`src/rtl/seg7_scan_driver.sv`:
```
// Time-multiplexed driver for a 4-digit common-anode 7-segment display.
// Loaded values are held pending and committed only at frame wrap, so a number is never shown half-updated.
module seg7_scan_driver #(
  parameter int REFRESH_DIV = 100000
) (
  input  logic        clk,
  input  logic        reset,
  input  logic [15:0] value,
  input  logic        load,
  input  logic        blank_lz,
  output logic        pending,
  output logic [3:0]  an,
  output logic [6:0]  seg
);

  localparam int P_W = (REFRESH_DIV > 1) ? $clog2(REFRESH_DIV) : 1;

  logic [P_W-1:0] r_p;
  logic [1:0]     r_d;
  logic [15:0]    r_pv;
  logic           r_flag;
  logic [15:0]    r_disp;
  logic [3:0]     r_an;
  logic [6:0]     r_seg;

  logic           w_tick;
  logic           w_commit;
  logic [3:0]     w_nib;
  logic           w_blank;
  logic [6:0]     w_dec;

  assign w_tick   = (r_p == P_W'(REFRESH_DIV - 1));
  assign w_commit = w_tick && (r_d == 2'd3) && r_flag;

  // Digit k blanks when it and every more-significant nibble are zero; digit 0 always shows.
  always_comb begin
    w_nib   = 4'h0;
    w_blank = 1'b0;
    case (r_d)
      2'd0: begin
        w_nib   = r_disp[3:0];
        w_blank = 1'b0;
      end
      2'd1: begin
        w_nib   = r_disp[7:4];
        w_blank = blank_lz && (r_disp[15:4] == 12'h000);
      end
      2'd2: begin
        w_nib   = r_disp[11:8];
        w_blank = blank_lz && (r_disp[15:8] == 8'h00);
      end
      default: begin
        w_nib   = r_disp[15:12];
        w_blank = blank_lz && (r_disp[15:12] == 4'h0);
      end
    endcase
  end

  always_comb begin
    w_dec = 7'h7F;
    case (w_nib)
      4'h0: w_dec = 7'h40;
      4'h1: w_dec = 7'h79;
      4'h2: w_dec = 7'h24;
      4'h3: w_dec = 7'h30;
      4'h4: w_dec = 7'h19;
      4'h5: w_dec = 7'h12;
      4'h6: w_dec = 7'h02;
      4'h7: w_dec = 7'h78;
      4'h8: w_dec = 7'h00;
      4'h9: w_dec = 7'h10;
      4'hA: w_dec = 7'h08;
      4'hB: w_dec = 7'h03;
      4'hC: w_dec = 7'h46;
      4'hD: w_dec = 7'h21;
      4'hE: w_dec = 7'h06;
      default: w_dec = 7'h0E;
    endcase
  end

  always_ff @(posedge clk) begin
    if (reset) begin
      r_p    <= '0;
      r_d    <= 2'd0;
      r_pv   <= 16'h0000;
      r_flag <= 1'b0;
      r_disp <= 16'h0000;
      r_an   <= 4'hF;
      r_seg  <= 7'h7F;
    end else begin
      if (w_tick) begin
        r_p <= '0;
        r_d <= r_d + 2'd1;
      end else begin
        r_p <= r_p + P_W'(1);
      end
      // Commit reads the pv held before this edge; a same-edge load keeps the flag set.
      if (w_commit) r_disp <= r_pv;
      if (load) begin
        r_pv   <= value;
        r_flag <= 1'b1;
      end else if (w_commit) begin
        r_flag <= 1'b0;
      end
      r_an  <= ~(4'b0001 << r_d);
      r_seg <= w_blank ? 7'h7F : w_dec;
    end
  end

  assign pending = r_flag;
  assign an      = r_an;
  assign seg     = r_seg;

endmodule

```
`config.mk`:
```
export PLATFORM = sky130hd
export DESIGN_NAME = seg7_scan_driver
export DESIGN_NICKNAME = d
export VERILOG_FILES = /design/src/rtl/seg7_scan_driver.sv
export SDC_FILE = /design/constraint.sdc
export NUM_CORES = 1
export LEC_CHECK = 0
export BUFFER_PORTS_ARGS = -buffer_cell sky130_fd_sc_hd__buf_4
export CORE_UTILIZATION = 45
export CTS_CLUSTER_DIAMETER = 200
export CTS_CLUSTER_SIZE = 14
export DETAILED_ROUTE_END_ITERATION = 7
export PLACE_DENSITY = 0.74
export SLEW_MARGIN = 5
export SYNTH_ARGS = -nofsm -noshare
export SYNTH_HDL_FRONTEND = slang
export SYNTH_SLANG_ARGS = --single-unit
export TNS_END_PERCENT = 20
```
`constraint.sdc`:
```
create_clock -name clk -period 2.1 [get_ports clk]
set_input_delay 0.42 -clock clk [delete_from_list [all_inputs] [get_ports clk]]
set_output_delay 0.42 -clock clk [all_outputs]
set_load 0.02 [all_outputs]
```
==> summary.md, run 1 <==
| Metric | Value |
|---|---|
| Ys async rst share | 0% |
| Initial DRC count | 162 |
| Crit-path max FO | 5 |
| Finished Cell Area | 0.00346 mm2 |
| TritonRoute pass-1 iters | 5 |
| # DRC | 0 |
| Area leader, netlist | dfxtp_1 |
| Crit path arrival time | 2.29 ns |
| Final WL | around 5400 um |
| Diodes inserted | 0 |
| R2R Setup Slk | between 0.002 and 0.003 ns |
| Maximum clock insertion buffer count | 2 |
| Tcrit/Tclk final | 99.9% |
| Xor and xnor fraction of the mapped netlist area | a little over 5% |
| Sw frac | 24.0% |
| Crit Reg-Reg Endpoint | seg[6] |
| Register Area | 0.00127 mm2 |
| Worst Path Required | roughly 2.3 ns |
| Global-route wire length before repair | a little under 9000 um |
| Cell mode on critical path | ha_4 |
| Hpwl dp | between 3000 and 4000 um |
| Number of global-route vias before repair | 1,955 |
| Root Driver | clkbuf_8 |
| Int Pwr | 1.85 mW |
| Largest net degree at the start of global routing | 44 |
| Reg-to-Reg Start | r_d[1] |
| Most numerous cell in the Yosys netlist | dfxtp_1 |
| Complex-gate fraction of the synthesized area | under 10% |
| Syn. warnings | 0 |
| Placed Cells | 385 |
| # fillers | 510 |
| Slew margin rel. | between 60 and 70% |
| Status | finished, final reports clean |
| Post-Syn Area | 0.00276 mm2 |
| Final Non-Filler Cells | 408 |
| Combinational share of power | under 10% |
| Core box area | 0.00592 mm2 |
| Clk_skew | 0.0144 ns |
| Layout area overhead | 25.3% |
| TritonCTS clock tree | done |
| Leakage | about 1.3 nW |
| Simple-gate share of the synthesized area | roughly a fifth |
| Total track usage | 18.2% |
| Syn nets | 314 |
| CP max stage delay | 0.50 ns |
| Sum Neg Setup Slack | 0 ns |
| Chip Width | 80.3 um |
| Seq/Total Area, Yosys | a little under half |
| Final hold viol count | 0 |
| Height of the die | 80.3 um |
| P per Cell Area | 703 mW/mm2 |
| Final Setup Violations | 0 |
| Average size of a mapped cell | 9.72 um2 |
| Post-route ant nets | 0 |
| Sw Pwr | 0.583 mW |
| Measured slew at the worst slew-check pin | 0.519 ns |
| Antenna violations before repair | 0 |
| F_max | 0.477 GHz |
| Worst r2r path cells | 8 |
| CP Launch Type | flop |
| Final worst path period need | 2.10 ns |
| Num CTS Buffers | 9 |
| Crit path capture | seg[6] |
| Clock Pin Slew Worst Setup and Hold Paths | 0.08 ns |
| Nets | 358 |
| Initial Utilization | 46.6% |
| Routed wire per std cell | 13.3 um |
| RSZ-0062 raised after global routing | yes |
| Slowest CP cell | a222oi_1 |
| Share of cells above drive strength 1 | a little over a quarter |
| Main area contributors after synthesis | dfxtp_1 46%, mux2i_1 13%, nor2_1 7.9%, ha_1 4.5%, xor2_1 3.2% |
| Via count | roughly 2,100 |
| Kind of critical path | reg2reg |
| Main synth FF type | dfxtp_1 |
| Num ports | 32 |
| Top-area cell type share of the netlist area | 45.7% |
| Synth top cells by count | 63 x dfxtp_1, 58 x nor2_1, 37 x mux2i_1 |
| Global route overflow | 0 |
| Multi-input logic area | 0.00149 mm2 |
| CP Capture Type | flop |
| # clock sinks | 63 |
| H-tree levels | 3 |
| Max-slew violation count | 0 |
| Synth Area in Adders | between 4 and 5% |
| Final GP Congestion | 0.842 |
| Cell variety after synth | between 40 and 50 |
| Die ar. | approximately 0.0065 mm2 |
| Cells after Synth | 284 |
| Post-synth EDFFs | 0 |
| Num rows | 28 |
| Clock Latency Late Sink | 0.35 ns |
| IR Drop Worst-Case VDD | 0.464 mV |
| Placement Setup Slack | -0.0445 ns |
| PnR worst setup slack | 0.00279 ns |
| Area after detailed placement | between 0.003 and 0.004 mm2 |
| Clk network pwr share | 44.0% |
| Worst min path class | in2reg |
| Largest family of logic cells by synthesized area | simple AND/OR/NAND/NOR gates |
| Port Buffers | 31 |
| Multiplexer share of the synthesized area | 14.2% |
| Maximum capacitance violations | 0 |
| Crit path cell chain | inv_4, ha_4, a222oi_1, mux2i_4, ha_4, nor2b_1, a21oi_1, o221ai_1 |
| DR vias/cell | 5.15 |
| Critical path origin | r_d[1] |
| Reg power frac | ~50% |
| Flops & latches, synth | 63 |
==> routing by layer <==
layer  share of wire [%]  track usage, %
met1                  47            22.2
met2                  46            27.8
met3                 5.0            7.39
met4                 1.6            8.75
met5                   0               0
==> state kept, by name (all words and copies together), names as in the netlist <==
signal,flops
an,4
pending,1
r_d,2
r_disp,16
r_p,17
r_pv,16
seg,7
==> kinds of logic after synthesis <==
family / Yosys count
adders and majority gates: 10
muxes: 39
buffers and inverters: 25
xor gates and xnor gates: 16
AOI/OAI and AO/OA: 22
DFF: 63
and+or+nand+nor: 109
==> per-stage QoR <==
stage | utilization (%) | hold slack, ns | total power [mW]
global placement | 51.7 | 0.443 | 1.39
global route | 58.4 | 0.296 | 2.53
finish | 58.4 | 0.304 | 2.43
CTS | 55.6 | 0.289 | 2.47
floorplan | - | 0.430 | 1.34
detailed placement | 51.7 | 0.445 | 1.39
==> area by class of cell <==
| class | count | share of cell area (%) |
|---|---|---|
| Sequential cell | 63 | 36.7 |
| Clock buffer | 9 | 3.58 |
| Clock inverter | 7 | 2.24 |
| Inverter | 12 | 1.52 |
| Timing Repair Buffer | 46 | 10.1 |
| Tap cell | 75 | 2.71 |
| Multi-Input combinational cell | 196 | 43.2 |
==> power groups by stage <==
| stage | clock network, mW | registers [mW] | logic [mW] |
|---|---|---|---|
| after floorplan | 0 | 1.28 | 0.0622 |
| after global placement | 0 | 1.27 | 0.120 |
| after detailed placement | 0 | 1.27 | 0.123 |
| after CTS | 1.10 | 1.24 | 0.123 |
| after global routing | 1.16 | 1.24 | 0.134 |
| final | 1.07 | 1.24 | 0.121 |
==> cell usage in the layout (no fill, tap or decap), drive strengths merged, types with 2 or more instances in the layout <==
master,synthesis,layout
dfxtp,63,63
nor2,59,59
buf,7,46
mux2i,37,37
inv,12,16
nand3,12,12
nand2,11,11
xor2,10,10
ha,10,10
clkbuf,6,9
nand2b,7,7
xnor2,6,6
o221ai,5,5
a21oi,4,4
nor4,4,4
nand4,4,4
a222oi,3,3
o21ai,3,3
mux2,2,2
a31oi,2,2
nor3,2,2
and3,2,2
==> worst max-delay path, delay by kind of cell, from the launching register on <==
| family | cells | cell delay [ns] |
|---|---|---|
| mux | 1 | 0.21 |
| simple gates | 1 | 0.14 |
| fa+ha+maj | 2 | 0.39 |
| compound gates | 3 | 0.77 |
| flops | 1 | 0.39 |
| buf+inv | 1 | 0.05 |
==> how the worst min path moves through the flow <==
| stage | end | cells past startpoint | startpoint | slack [ns] |
|---|---|---|---|---|
| after global placement | r_p[0] | 1 | r_p[0] | 0.44 |
| after global routing | r_pv[9] | 3 | value[9] | 0.30 |
| after detailed placement | r_p[0] | 1 | r_p[0] | 0.45 |
| after floorplan | r_p[0] | 1 | r_p[0] | 0.43 |
| after CTS | r_pv[1] | 3 | value[1] | 0.29 |
| final | r_pv[15] | 3 | value[15] | 0.30 |
==> repair_timing <==
action | 4_1_cts | 5_1_grt
pin swaps | 2 | 9
setup buffers | 2 | 5
gates cloned | 0 | 0
setup endpoints to repair | 4 | 5
endpoints found under the hold margin | 0 | 0
hold buffers | 0 | 0
gates resized for setup | 6 | 30
(Power assumes the default switching activity.)
==> inputs of run 2 (changes only) <==
--- a/config.mk
+++ b/config.mk
@@ -10,7 +10,7 @@
 export CTS_CLUSTER_DIAMETER = 200
 export CTS_CLUSTER_SIZE = 14
 export DETAILED_ROUTE_END_ITERATION = 7
-export PLACE_DENSITY = 0.74
+export PLACE_DENSITY = 0.71
 export SLEW_MARGIN = 5
 export SYNTH_ARGS = -nofsm -noshare
 export SYNTH_HDL_FRONTEND = slang
==> constraint.sdc (replaced) <==
create_clock -name clk -period 2.6 [get_ports clk]
set_input_delay 0.52 -clock clk [delete_from_list [all_inputs] [get_ports clk]]
set_output_delay 0.52 -clock clk [all_outputs]
set_load 0.02 [all_outputs]
==> run 2 against run 1 <==
Against the previous run: utilization fell by 4.2 points; sequential cell count did not move; sequential share of layout area rose by 2.6 points; global-route usage fell by 1.5 points; critical path type unchanged; largest power group unchanged; highest routed layer unchanged.
==> summary.md, run 2 (synthesized netlist as in run 1, its figures left out) <==
| Metric | Value |
|---|---|
| Total track usage | 16.7% |
| CP bufs+invs | 1 |
| Global-route wire length before repair | 8000 um |
| Chip Width | 80.3 um |
| P per Cell Area | 600 mW/mm2 |
| Total power | slightly below 2 mW |
| CP Launch Type | flop |
| Antenna violations before repair | 0 |
| Clk_skew | 0.00468 ns |
| Final GP Congestion | roughly 0.83 |
| TritonCTS clock tree | done |
| Share of cells above drive strength 1 | 16.9% |
| Register Area | ~0.0013 mm2 |
| GRT busiest layer | met2 |
| Kind of critical path | reg2reg |
| Maximum clock insertion buffer count | 2 |
| Crit-path max FO | 6 |
| Clock Pin Slew Worst Setup and Hold Paths | 0.07 ns |
| Initial Utilization | 46.6% |
| Cell mode on critical path | mux2_2 |
| Num rows | 28 |
| Via count | 2,034 |
| Initial DRC count | between 90 and 100 |
| Hold_sp | value[2] |
| Hold Buf Count CTS | 0 |
| Tcrit/Tclk final | roughly nine tenths |
| Max-slew violation count | 0 |
| Hold Path End | r_pv[2] |
| Worst Path Required | between 2 and 3 ns |
| Num CTS Buffers | 9 |
| F_max | 0.431 GHz |
| Number of global-route vias before repair | 1,767 |
| Multi-input logic area | 0.00137 mm2 |
| Slowest CP cell | a222oi_1 |
| Measured slew at the worst slew-check pin | 0.556 ns |
| Final worst path period need | 2.32 ns |
| Hpwl dp | 3490 um |
| Status | finished, final reports clean |
| Port Buffers | 31 |
| Layout area overhead | 16.2% |
| CTS resizes | 0 |
| # DRC | 0 |
| Crit. path cell count | 7 |
| R2R Setup Slk | 0.28 ns |
| Crit Reg-Reg Endpoint | seg[3] |
| GR Util met1 | about 21% |
| Worst min path class | in2reg |
| TritonRoute pass-1 iters | 6 |
| IR Drop Worst-Case VDD | roughly 0.42 mV |
| CP max stage delay | 0.58 ns |
| M2 GR Usage | 24.1% |
| Max FFs per register | 17 |
| # clock sinks | 63 |
| Final Setup Violations | 0 |
| Clock Latency Late Sink | 0.33 ns |
| Commonest cells after routing, fill and taps aside | 63 x dfxtp_1, 58 x nor2_1, 37 x mux2i_1 |
| Most common cell after layout, fill and taps aside | dfxtp_1 |
| Post-route ant nets | 0 |
| Final hold viol count | 0 |
| Hold Path Stages | 3 |
| Num ports | 32 |
| Sum Neg Setup Slack | 0 ns |
| Worst r2r path cells | 7 |
| Global route overflow | 0 |
| Leakage | around 1.3 nW |
| Met3 usage | 6.70% |
| Setup repair bufs after CTS | 0 |
| Largest net degree at the start of global routing | 44 |
| Largest regs | r_p (17), r_disp (16), r_pv (16) |
| Routed wire per std cell | approximately 13 um |
| # fillers | 545 |
| DR vias/cell | 5.16 |
| CP Capture Type | flop |
| Nets | 344 |
| Top reg by flops | r_p |
| Maximum capacitance violations | 0 |
| Placement Setup Slack | approximately 0.30 ns |
| H-tree levels | 3 |
| Crit path arrival time | 2.51 ns |
| Root Driver | clkbuf_8 |
| Final WL | about 5000 um |
| Die ar. | 0.00645 mm2 |
| Diodes inserted | 0 |
| Height of the die | 80.3 um |
| Slew margin rel. | 62.9% |
| Core box area | 0.00592 mm2 |
| RSZ-0062 raised after global routing | no |
| Largest delay share family, worst path | multiplexers |
| Crit path cell chain | inv_1, ha_1, a222oi_1, mux2_2, mux2_2, nand2_1, nand3_1 |
| Reg-to-Reg Start | r_d[0] |
| PnR worst setup slack | around 0.28 ns |
-- run 2: changes by cell type in the layout (fill, tap and decap cells not counted), moves of 2 or more --
cell	delta
buf_4	-13
ha_1	+8
ha_4	-6
inv_6	-5
inv_1	+4
clkinv_2	+2
dfxtp_1	+2
dfxtp_4	-2
ha_2	-2
inv_2	-2
mux2i_1	+2
mux2i_4	-2
o21ai_0	+2
-- run 2: per-stage QoR --
step | utilization, % | area, um2 | instances | hold WS, ns
3_5_place_dp | 50.8 | 3010 | 378 | 0.455
6_report | 54.2 | 3210 | 394 | 0.416
2_1_floorplan | - | 2760 | 284 | 0.430
5_1_grt | 54.2 | 3210 | 394 | 0.399
3_3_place_gp | 50.8 | 3010 | 378 | 0.446
4_1_cts | 54.2 | 3210 | 394 | 0.405
-- run 2: metal layers --
layer	vias up	share of wire (%)
met3	12	4.7
met5	-	0
met1	932	49
met4	0	2.5
li1	1040	-
met2	50	44
-- run 2: worst max-delay path by stage --
stage / from / end / slack [ns]
finish: r_d[0] / seg[3] / 0.28
global route: r_d[0] / seg[3] / 0.08
CTS: r_d[0] / seg[3] / 0.31
detailed placement: r_d[0] / seg[3] / 0.30
global placement: r_d[0] / seg[3] / 0.46
floorplan: r_d[0] / seg[3] / 0.58
-- run 2: cell type report --
| type | instances | share of cell area, % |
|---|---|---|
| inverter | 12 | 1.40 |
| tap | 75 | 2.93 |
| sequential | 63 | 39.3 |
| clock buffer | 10 | 4.29 |
| timing repair buffer | 32 | 7.49 |
| multi-input combinational | 196 | 42.7 |
| clock inverter | 6 | 1.87 |
-- run 2: power by group --
group,internal (mW),total [mW],switching [mW]
registers,0.991,1.00,0.0137
logic,0.0485,0.0966,0.0480
clock network,0.463,0.823,0.360
total,1.50,1.92,0.422
-- run 2: worst min-delay path, cell delays in order --
cell	delay (ns)
buf_4	0.08
mux2i_1	0.05
nor2_1	0.07
==> inputs of run 3 (changes only) <==
--- a/config.mk
+++ b/config.mk
@@ -11,6 +11,7 @@
 export CTS_CLUSTER_SIZE = 14
 export DETAILED_ROUTE_END_ITERATION = 7
 export PLACE_DENSITY = 0.71
+export RECOVER_POWER = 25
 export SLEW_MARGIN = 5
 export SYNTH_ARGS = -nofsm -noshare
 export SYNTH_HDL_FRONTEND = slang
==> run 3 against run 2 <==
Against the previous run: clock-buffer cell count did not move; maximum frequency barely moved; utilization down 0.063 points; die area stayed put; register-to-register slack hardly changed; critical path depth did not move; via count increased by 0.15%; combinational power is essentially flat; clock power about the same; sequential cell count stayed put; cell count stayed put.
==> summary.md, run 3 (synthesized netlist as in run 1, its figures left out) <==
| Metric | Value |
|---|---|
| Status | finished, final reports clean |
| P per Cell Area | 600 mW/mm2 |
| Clock Latency Late Sink | 0.33 ns |
| Num CTS Buffers | 9 |
| Final Setup Violations | 0 |
| Global-route wire length before repair | 8000 um |
| Worst Path Required | 2.79 ns |
| Num rows | 28 |
| Largest regs | r_p (17), r_disp (16), r_pv (16) |
| Critical path origin | r_d[0] |
| Util after Layout | between 50% and 60% |
| Clk network pwr share | a little over two fifths |
| Layout area overhead | 16.0% |
| Max FFs per register | 17 |
| Setup repair bufs after CTS | 0 |
| Largest net degree at the start of global routing | 44 |
| Slowest CP cell | a222oi_1 |
| Leakage | 1.25 nW |
| Post-route ant nets | 0 |
| Measured slew at the worst slew-check pin | 1.26 ns |
| Sw Pwr | between 0.4 and 0.5 mW |
| Cell mode on critical path | mux2_2 |
| Placement Setup Slack | between 0.3 and 0.4 ns |
| PnR worst setup slack | 0.281 ns |
| # DRC | 0 |
| CP Capture Type | flop |
| Maximum capacitance violations | 0 |
| RSZ-0062 raised after global routing | no |
| Total track usage | 16.7% |
| Number of global-route vias before repair | 1,767 |
| Int Pwr | 1.50 mW |
| # clock sinks | 63 |
| F_max | about 0.43 GHz |
| Sum Neg Setup Slack | 0 ns |
| Global route overflow | 0 |
| Nets | 344 |
| Height of the die | 80.3 um |
| Clk_skew | 0.00468 ns |
| Hold Buf Count CTS | 0 |
| Hold_sp | value[2] |
| # fillers | 545 |
| Crit-path max FO | 6 |
| Max-slew violation count | 0 |
| Root Driver | clkbuf_8 |
| IR Drop Worst-Case VDD | 0.416 mV |
| Die ar. | approximately 0.0065 mm2 |
| Maximum clock insertion buffer count | 2 |
| Final GP Congestion | 0.829 |
| Final hold slack | 0.417 ns |
| Diodes inserted | 0 |
| Reg-to-Reg Start | r_d[0] |
| Hpwl dp | 3490 um |
| CP Launch Type | flop |
| Most common cell after layout, fill and taps aside | dfxtp_1 |
| Crit path cell chain | inv_1, ha_1, a222oi_1, mux2_2, mux2_2, nand2_1, nand3_1 |
| Register Area | 0.00126 mm2 |
| Num ports | 32 |
| Share of cells above drive strength 1 | 16.6% |
| Core box area | 0.00592 mm2 |
| Multi-input logic area | 0.00137 mm2 |
| Routed wire per std cell | between 10 and 15 um |
| TritonCTS clock tree | done |
| H-tree levels | 3 |
| CTS resizes | 0 |
| Kind of critical path | reg2reg |
| Clock Pin Slew Worst Setup and Hold Paths | 0.07 ns |
| Combinational share of power | 5.0% |
| Sw frac | 21.9% |
| Final WL | 4950 um |
| DR vias/cell | just over 5 |
| Initial Utilization | between 40% and 50% |
| Total power | 1.92 mW |
| TritonRoute pass-1 iters | 5 |
| Commonest cells after routing, fill and taps aside | 63 x dfxtp_1, 58 x nor2_1, 37 x mux2i_1 |
| Reg power frac | 52.2% |
| Chip Width | 80.3 um |
| Crit path arrival time | 2.51 ns |
| Port Buffers | 31 |
| Antenna violations before repair | 0 |
| Via count | 2,037 |
| Tcrit/Tclk final | between 80 and 90% |
| Worst min path class | in2reg |
| Final worst path period need | approximately 2.3 ns |
| Top reg by flops | r_p |
| Final hold viol count | 0 |
| Initial DRC count | 95 |
| Slew margin rel. | 15.9% |
| CP max stage delay | 0.58 ns |
## run 3: critical path: cells and delay by family (launching register included)
kind / cells / cell delay (ns)
multiplexers: 2 / 0.68
AO/OA/AOI/OAI: 1 / 0.58
flip-flops: 1 / 0.39
adder cells (fa/ha/maj): 1 / 0.28
AND/OR/NAND/NOR: 2 / 0.13
buffers and inverters: 1 / 0.11
## run 3: per-stage QoR
| stage | cell area, um2 | instances |
|---|---|---|
| after floorplan | 2760 | 284 |
| after global placement | 3010 | 378 |
| after detailed placement | 3010 | 378 |
| after CTS | 3210 | 394 |
| after global routing | 3200 | 394 |
| final | 3200 | 394 |
## run 3: metal layers
metal / global-route usage (%) / wire, um / vias to the layer above
li1: - / - / 1039
met1: 21.4 / 2410 / 936
met2: 24.1 / 2180 / 50
met3: 6.70 / 230 / 12
met4: 8.21 / 125 / 0
met5: 0 / 0 / -
## run 3: power by group through the flow
| stage | Sequential (mW) | Combinational, mW | Clock [mW] |
|---|---|---|---|
| finish | 1.00 | 0.0967 | 0.822 |
| global placement | 1.03 | 0.0960 | 0 |
| CTS | 1.00 | 0.0983 | 0.846 |
| global route | 1.01 | 0.105 | 0.896 |
| detailed placement | 1.03 | 0.0979 | 0 |
| floorplan | 1.03 | 0.0502 | 0 |
## run 3: path summary, 6_finish.rpt
check | endpoint | slack (ns) | cells after the start
setup reg to reg | seg[3] | 0.28 | 7
setup / recovery | seg[3] | 0.28 | 7
hold reg to reg | r_p[0] | 0.46 | 1
hold / removal | r_pv[2] | 0.42 | 3
## run 3: cell type report
type	count	area share [%]
inverter	12	1.41
sequential	63	39.4
clock buffer	10	4.30
timing repair buffer	32	7.38
multi-input combinational	196	42.7
clock inverter	6	1.88
tap	75	2.93
